## src/rtl/idma_obi_read_tracker.sv

```systemverilog
// ---------------------------------------------------------------------------
// idma_obi_read_tracker
//
// Turns legalized one-word read requests into OBI A-channel transactions,
// tracks the beats that have been granted but not yet consumed, and streams
// the R-channel responses out as byte-strobed beats. One request is exactly
// one OBI beat.
//
// Optional build macro: IDMA_OBI_READ_ERR_EN adds obi_err_i / rd_err_o. An
// errored beat is still delivered, but with rd_strb_o forced to zero.
//
// Ports:
//   clk_i, rst_ni             clock, asynchronous active-low reset
//   req_*                     legalizer read request (valid/ready, addr, aid,
//                             first valid lane, one-past-last lane)
//   obi_req_o/obi_gnt_i       OBI A-channel handshake with obi_addr_o/obi_aid_o
//   obi_rvalid_i/obi_rdata_i  OBI R-channel (no back-pressure)
//   rd_*                      read stream (valid/ready, data, byte strobe)
//   busy_o                    any beat in the A-slot, in flight or buffered
// ---------------------------------------------------------------------------
module idma_obi_read_tracker #(
    parameter int unsigned DataWidth      = 32,
    parameter int unsigned AddrWidth      = 32,
    parameter int unsigned IdWidth        = 1,
    parameter int unsigned NumOutstanding = 2,
    localparam int unsigned StrbWidth     = DataWidth / 8,
    localparam int unsigned OffsetWidth   = $clog2(StrbWidth)
) (
    input  logic                   clk_i,
    input  logic                   rst_ni,
    input  logic                   req_valid_i,
    output logic                   req_ready_o,
    input  logic [AddrWidth-1:0]   req_addr_i,
    input  logic [IdWidth-1:0]     req_aid_i,
    input  logic [OffsetWidth-1:0] req_offset_i,
    input  logic [OffsetWidth-1:0] req_tailer_i,
    output logic                   obi_req_o,
    input  logic                   obi_gnt_i,
    output logic [AddrWidth-1:0]   obi_addr_o,
    output logic [IdWidth-1:0]     obi_aid_o,
    input  logic                   obi_rvalid_i,
    input  logic [DataWidth-1:0]   obi_rdata_i,
    output logic                   rd_valid_o,
    input  logic                   rd_ready_i,
    output logic [DataWidth-1:0]   rd_data_o,
    output logic [StrbWidth-1:0]   rd_strb_o,
    output logic                   busy_o
`ifdef IDMA_OBI_READ_ERR_EN
    ,
    input  logic                   obi_err_i,
    output logic                   rd_err_o
`endif
);

    localparam int unsigned PtrWidth = (NumOutstanding > 1) ? $clog2(NumOutstanding) : 1;
    localparam int unsigned CntWidth = $clog2(NumOutstanding + 1);
`ifdef IDMA_OBI_READ_ERR_EN
    localparam int unsigned EntryWidth = DataWidth + 1;
`else
    localparam int unsigned EntryWidth = DataWidth;
`endif

    typedef logic [PtrWidth-1:0] ptr_t;
    typedef logic [CntWidth-1:0] cnt_t;
    typedef enum logic {ST_IDLE, ST_REQ} state_e;

    function automatic ptr_t ptr_inc(input ptr_t p);
        return (p == ptr_t'(NumOutstanding - 1)) ? '0 : p + 1'b1;
    endfunction

    function automatic logic [StrbWidth-1:0] calc_strb(input logic [OffsetWidth-1:0] off,
                                                       input logic [OffsetWidth-1:0] tail);
        logic [StrbWidth-1:0] s;
        s = '0;
        for (int unsigned i = 0; i < StrbWidth; i++) begin
            s[i] = (i >= 32'(off)) && ((tail == '0) || (i < 32'(tail)));
        end
        return s;
    endfunction

    // A-slot
    state_e                 state_q, state_d;
    logic [AddrWidth-1:0]   addr_q, addr_d;
    logic [IdWidth-1:0]     aid_q, aid_d;
    logic [StrbWidth-1:0]   strb_q, strb_d;
    logic                   ready_en_q;

    // Strobe FIFO (one entry per granted beat) and response FIFO
    logic [StrbWidth-1:0]   strb_mem_q [NumOutstanding];
    ptr_t                   strb_wr_ptr_q, strb_rd_ptr_q;
    cnt_t                   strb_cnt_q;
    logic [EntryWidth-1:0]  data_mem_q [NumOutstanding];
    ptr_t                   data_wr_ptr_q, data_rd_ptr_q;
    cnt_t                   data_cnt_q;

    logic                   accept, grant, pop, push_data, credit_ok;
    cnt_t                   outstanding;
    logic [CntWidth:0]      used;
    logic [EntryWidth-1:0]  entry_in, entry_head;
    logic                   head_err;

    assign grant       = (state_q == ST_REQ) & obi_gnt_i;
    assign pop         = rd_valid_o & rd_ready_i;
    assign accept      = req_valid_i & req_ready_o;
    // Every strobe entry is either still awaiting its response or sits in the
    // response FIFO, so the difference is the granted-awaiting-response count.
    assign outstanding = strb_cnt_q - data_cnt_q;
    // A response with nothing outstanding is a protocol error; drop it.
    assign push_data   = obi_rvalid_i & (outstanding != '0);

    // Occupancy after this cycle's consumer pop; a beat moving from the A-slot
    // into the outstanding set on grant is counted once either way.
    assign used      = {1'b0, strb_cnt_q} + {{CntWidth{1'b0}}, state_q == ST_REQ}
                     - {{CntWidth{1'b0}}, pop};
    assign credit_ok = used < (CntWidth + 1)'(NumOutstanding);

    assign req_ready_o = ready_en_q & ((state_q == ST_IDLE) | obi_gnt_i) & credit_ok;
    assign obi_req_o   = (state_q == ST_REQ);
    assign obi_addr_o  = addr_q;
    assign obi_aid_o   = aid_q;

    // NOTE: every signal driven here gets a default first, so no path leaves
    // a value unassigned and no latch is inferred.
    always_comb begin
        state_d = state_q;
        addr_d  = addr_q;
        aid_d   = aid_q;
        strb_d  = strb_q;
        unique case (state_q)
            ST_IDLE: if (accept) state_d = ST_REQ;
            ST_REQ:  if (obi_gnt_i) state_d = accept ? ST_REQ : ST_IDLE;
            default: state_d = ST_IDLE;
        endcase
        // Acceptance only happens while idle or in the grant cycle, so the
        // presented address/id never change during a stalled request.
        if (accept) begin
            addr_d = req_addr_i;
            aid_d  = req_aid_i;
            strb_d = calc_strb(req_offset_i, req_tailer_i);
        end
    end

    // NOTE: sequential state uses non-blocking assignments so every register
    // samples the pre-edge values regardless of statement order.
    always_ff @(posedge clk_i or negedge rst_ni) begin
        if (!rst_ni) begin
            state_q       <= ST_IDLE;
            addr_q        <= '0;
            aid_q         <= '0;
            strb_q        <= '0;
            ready_en_q    <= 1'b0;
            strb_wr_ptr_q <= '0;
            strb_rd_ptr_q <= '0;
            strb_cnt_q    <= '0;
            data_wr_ptr_q <= '0;
            data_rd_ptr_q <= '0;
            data_cnt_q    <= '0;
        end else begin
            state_q    <= state_d;
            addr_q     <= addr_d;
            aid_q      <= aid_d;
            strb_q     <= strb_d;
            ready_en_q <= 1'b1;
            if (grant) strb_wr_ptr_q <= ptr_inc(strb_wr_ptr_q);
            if (pop)   strb_rd_ptr_q <= ptr_inc(strb_rd_ptr_q);
            if (push_data) data_wr_ptr_q <= ptr_inc(data_wr_ptr_q);
            if (pop)       data_rd_ptr_q <= ptr_inc(data_rd_ptr_q);
            case ({grant, pop})
                2'b10:   strb_cnt_q <= strb_cnt_q + 1'b1;
                2'b01:   strb_cnt_q <= strb_cnt_q - 1'b1;
                default: strb_cnt_q <= strb_cnt_q;
            endcase
            case ({push_data, pop})
                2'b10:   data_cnt_q <= data_cnt_q + 1'b1;
                2'b01:   data_cnt_q <= data_cnt_q - 1'b1;
                default: data_cnt_q <= data_cnt_q;
            endcase
        end
    end

`ifdef IDMA_OBI_READ_ERR_EN
    assign entry_in = {obi_err_i, obi_rdata_i};
`else
    assign entry_in = obi_rdata_i;
`endif

    // NOTE: FIFO storage is not reset; the reset pointers and counts alone
    // decide which entries are valid, so stale contents are never visible.
    always_ff @(posedge clk_i) begin
        if (grant)     strb_mem_q[strb_wr_ptr_q] <= strb_q;
        if (push_data) data_mem_q[data_wr_ptr_q] <= entry_in;
    end

    assign entry_head = data_mem_q[data_rd_ptr_q];
    assign rd_valid_o = (data_cnt_q != '0);
    assign rd_data_o  = entry_head[DataWidth-1:0];
`ifdef IDMA_OBI_READ_ERR_EN
    assign head_err   = entry_head[DataWidth];
    assign rd_err_o   = head_err;
`else
    assign head_err   = 1'b0;
`endif
    assign rd_strb_o  = head_err ? '0 : strb_mem_q[strb_rd_ptr_q];

    assign busy_o = (state_q == ST_REQ) | (outstanding != '0) | (data_cnt_q != '0);

    rvalid_needs_outstanding: assert property (
        @(posedge clk_i) disable iff (!rst_ni) obi_rvalid_i |-> (outstanding != '0));

endmodule

```

## config.mk

```make
export PLATFORM = sky130hd
export DESIGN_NAME = idma_obi_read_tracker
export DESIGN_NICKNAME = d
export VERILOG_FILES = /design/src/rtl/idma_obi_read_tracker.sv
export SDC_FILE = /design/constraint.sdc
export NUM_CORES = 1
export LEC_CHECK = 0
export BUFFER_PORTS_ARGS = -buffer_cell sky130_fd_sc_hd__buf_2
export CAP_MARGIN = 20
export CORE_ASPECT_RATIO = 1.75
export CORE_MARGIN = 2
export CORE_UTILIZATION = 34
export CTS_BUF_LIST = sky130_fd_sc_hd__clkbuf_16
export DETAILED_ROUTE_END_ITERATION = 10
export PLACE_DENSITY_LB_ADDON = 0.08
export REMOVE_ABC_BUFFERS = 1
export SYNTH_ARGS = -nofsm -noshare
export SYNTH_HDL_FRONTEND = slang
export SYNTH_SLANG_ARGS = --single-unit
```

## constraint.sdc

```tcl
create_clock -name clk_i -period 3.9 [get_ports clk_i]
set_clock_uncertainty 0.15 [all_clocks]
set_input_delay 0 -clock clk_i [delete_from_list [all_inputs] [get_ports clk_i]]
set_output_delay 0 -clock clk_i [all_outputs]
set_load 0.05 [all_outputs]
```

==> qor.csv <==
metric;value;unit
status;completed;
post-synth cell types;28;
Clock Root Buffer;clkbuf_16;
Max clock buf depth;2;
pwr/cell area;949.8;nW/um2
chip height;158.8;um
buffer and inverter count on the worst path;1;
Crit-path slowest cell;or4b_4;
combinational share of power;43.7;%
CTS tree;done;
post-synthesis cell type with the largest combined area;edfxtp_1;
FF+latch area;3338;um2
DRC Markers;0;
drt wl/cell;14.13;um
Post-Synthesis Cell Area;4658;um2
Port Buf Inserts;147;
vias per cell;4.416;
Total Routing Usage GR;13.59;%
Leak;3.028;nW
clock latency on the worst-skew pair;0.40;ns
Yosys reg bits;119;
Final setup violation count;0;
Worst Hold Class;in -> async;
Commonest cells post-synth;edfxtp_1 (72), mux2_2 (54), dfrtp_1 (47);
most frequent CP cell;nand2_1;
worst hold slack;0.08979;ns
unrepaired setup endpoints after global routing;false;
Critical Path Start Type;register;
sequential area share after synthesis;71.66;%
peak supply drop;0.5406;mV
Max FO, Critical Path;38;
Worst Setup End Kind;register;
final net count;569;
final worst slack;0.8066;ns
yosys warns;0;
Slew HR;34.21;%
worst-margin pin slew;0.9844;ns
CP peak stage delay;0.80;ns
Clock power frac;24.9;%
filler instances;1137;
Synth Instances;257;
minimum clock period;3.093;ns
area share of the largest cell type after synthesis;46.41;%
max-capacitance violation count;0;
area grow syn2layout;49.61;%
most frequent cell after synthesis;edfxtp_1;
critical path data arrival time;3.22;ns
sequential power share;31.3;%
DR vias;2994;
I/O pins;148;
Int Power;0.003849;W
CTS sink count;119;
Net Switching;0.002771;W
Post-synth EDFFs;72;
critical path launch point;data_cnt_q[0];
Die X;92.48;um
CP top delay family;simple AND/OR/NAND/NOR gates;
setup_tns;0;ns
initial antenna violation count;0;
WP data required;4.03;ns
CTS clock-pin slew for the worst setup and hold paths;0.06;ns
worst flop-to-flop path startpoint;data_cnt_q[0];
Synth Area per Inst;18.13;um2
top_reg_cell synth;edfxtp_1;
area of the multi-input gates;1240;um2
largest net degree at the start of global routing;48;
vias in the first global route;3295;
total CTS buffers;17;
htree depth;4;
total grt overflow;0;
Net Sw Frac;41.86;%
Setup WS pre-CTS;0.8104;ns
Starting Density;34.81;%
post-synthesis async set-or-reset flop share;39.50;%
Std-Cell Rows;56;
first-pass GRT wire length;15620;um
total wire length;9582;um
Final Cycle Share;79.32;%
Max Clock Freq;323.3;MHz
largest cells by area after synthesis;edfxtp_1 (46%), dfrtp_1 (25%), mux2_2 (13%);
endpoints failing hold;0;
post-DP HPWL;6031;um
Post-DRT Antenna Nets;0;
layout cell share with drive strength beyond 1;51.19;%
Max Slew Vio Count;0;
diodes inserted;0;
Placer Congestion;0.6664;
crit path cell chain;o21ai_1, buf_4, xnor2_1, nand2_1, fa_1, nand2_1, or4b_4, mux2_4;
die area;14690;um2
core area;13380;um2
First-pass DRT Iterations;4;
Setup Crit Path Kind;reg -> reg;
DR iter-0 viols;37;
[registers in the layout (all words and copies together) (netlist names)]
signal / cells
ready_en_q: 1
obi_addr_o: 32
strb_q: 4
strb_rd_ptr_q: 1
strb_wr_ptr_q: 1
data_cnt_q: 2
data_rd_ptr_q: 1
strb_cnt_q: 2
obi_req_o: 1
data_mem_q: 64
data_wr_ptr_q: 1
obi_aid_o: 1
strb_mem_q: 8
[through the flow]
stage	cell area, um2	utilization (%)	total power, W	std cells
2_1_floorplan	4582	-	0.004300	245
3_3_place_gp	5580	41.70	0.004927	570
3_5_place_dp	5580	41.70	0.004969	570
4_1_cts	6969	52.08	0.006714	678
5_1_grt	6969	52.08	0.006947	678
6_report	6969	52.08	0.006620	678
[timing repair]
| action | in CTS | in global routing |
|---|---|---|
| buffers inserted | 0 | 0 |
| hold buffers | 76 | 0 |
| resized for setup | 0 | 0 |
| hold endpoints to repair | 161 | 0 |
[worst reg2reg max path, delay by kind of cell, from the launching register on]
kind / cells / cell delay, ns
xor gates and xnor gates: 1 / 0.22
DFF: 1 / 0.46
adders and majority gates: 1 / 0.52
AOI/OAI and AO/OA: 1 / 0.08
and+or+nand+nor: 3 / 0.96
buffers and inverters: 1 / 0.17
muxes: 1 / 0.42
[worst paths after layout]
check | end | slack (ns) | cells after the start
worst min register to register | strb_mem_q[1][3] | 0.33 | 0
min in group clk_i | data_mem_q[0][20] | 0.18 | 2
worst max-delay path | obi_addr_o[1] | 0.81 | 8
max in group asynchronous | obi_addr_o[1] | 3.08 | 3
worst min-delay path | obi_addr_o[31] | 0.09 | 3
worst max register to register | obi_addr_o[1] | 0.81 | 8
[cells by family (layout without fill, tap and decap cells)]
family / Yosys count / after routing / synth area share [%]
adder cells (fa/ha/maj): 3 / 3 / 0.9669
multiplexers: 74 / 74 / 19.39
other: 1 / 1 / 0.08050
buffers and inverters: 17 / 264 / 2.041
AND/OR/NAND/NOR: 23 / 23 / 2.740
AO/OA/AOI/OAI: 8 / 8 / 0.8593
flip-flops: 119 / 119 / 71.66
XOR/XNOR: 12 / 12 / 2.256
[layout make-up]
class	instances	share of cell area (%)
Clock buffer	17	6.104
Sequential cell	119	47.90
Clock inverter	15	2.908
Timing Repair Buffer	227	21.90
Tap cell	174	3.124
Inverter	5	0.2693
Multi-Input combinational cell	121	17.79
[power by group through the flow]
stage | combinational [W] | clock, W | sequential [W]
after floorplan | 0.00158 | 0 | 0.00272
after global placement | 0.00285 | 0 | 0.00208
after detailed placement | 0.00288 | 0 | 0.00209
after CTS | 0.00294 | 0.00169 | 0.00208
after global routing | 0.00305 | 0.00176 | 0.00213
final | 0.00290 | 0.00165 | 0.00207
[per-layer routing]
layer  up-vias  global-route usage (%)  wire (um)
met5         -                       0          0
met4         0                   5.495         99
met3         6                   3.937        525
met2       101                   25.68       5292
met1      1479                   13.46       3665
li1       1408                       -          -
[cells in the final DEF (no fill, tap or decap), types with 2 or more instances in the layout]
cell,count
and3_1,2
clkinv_4,4
nor2_1,5
ha_1,2
nand2b_1,3
bufinv_16,4
clkbuf_16,17
edfxtp_1,72
nand2_1,4
buf_4,4
dfrtp_1,47
nor2_4,2
xnor2_1,9
inv_1,6
mux2_4,19
inv_6,2
mux2_2,54
xor2_1,3
buf_2,147
clkinvlp_4,3
dlygate4sd3_1,76
a21oi_1,6
(Power assumes the default switching activity.)
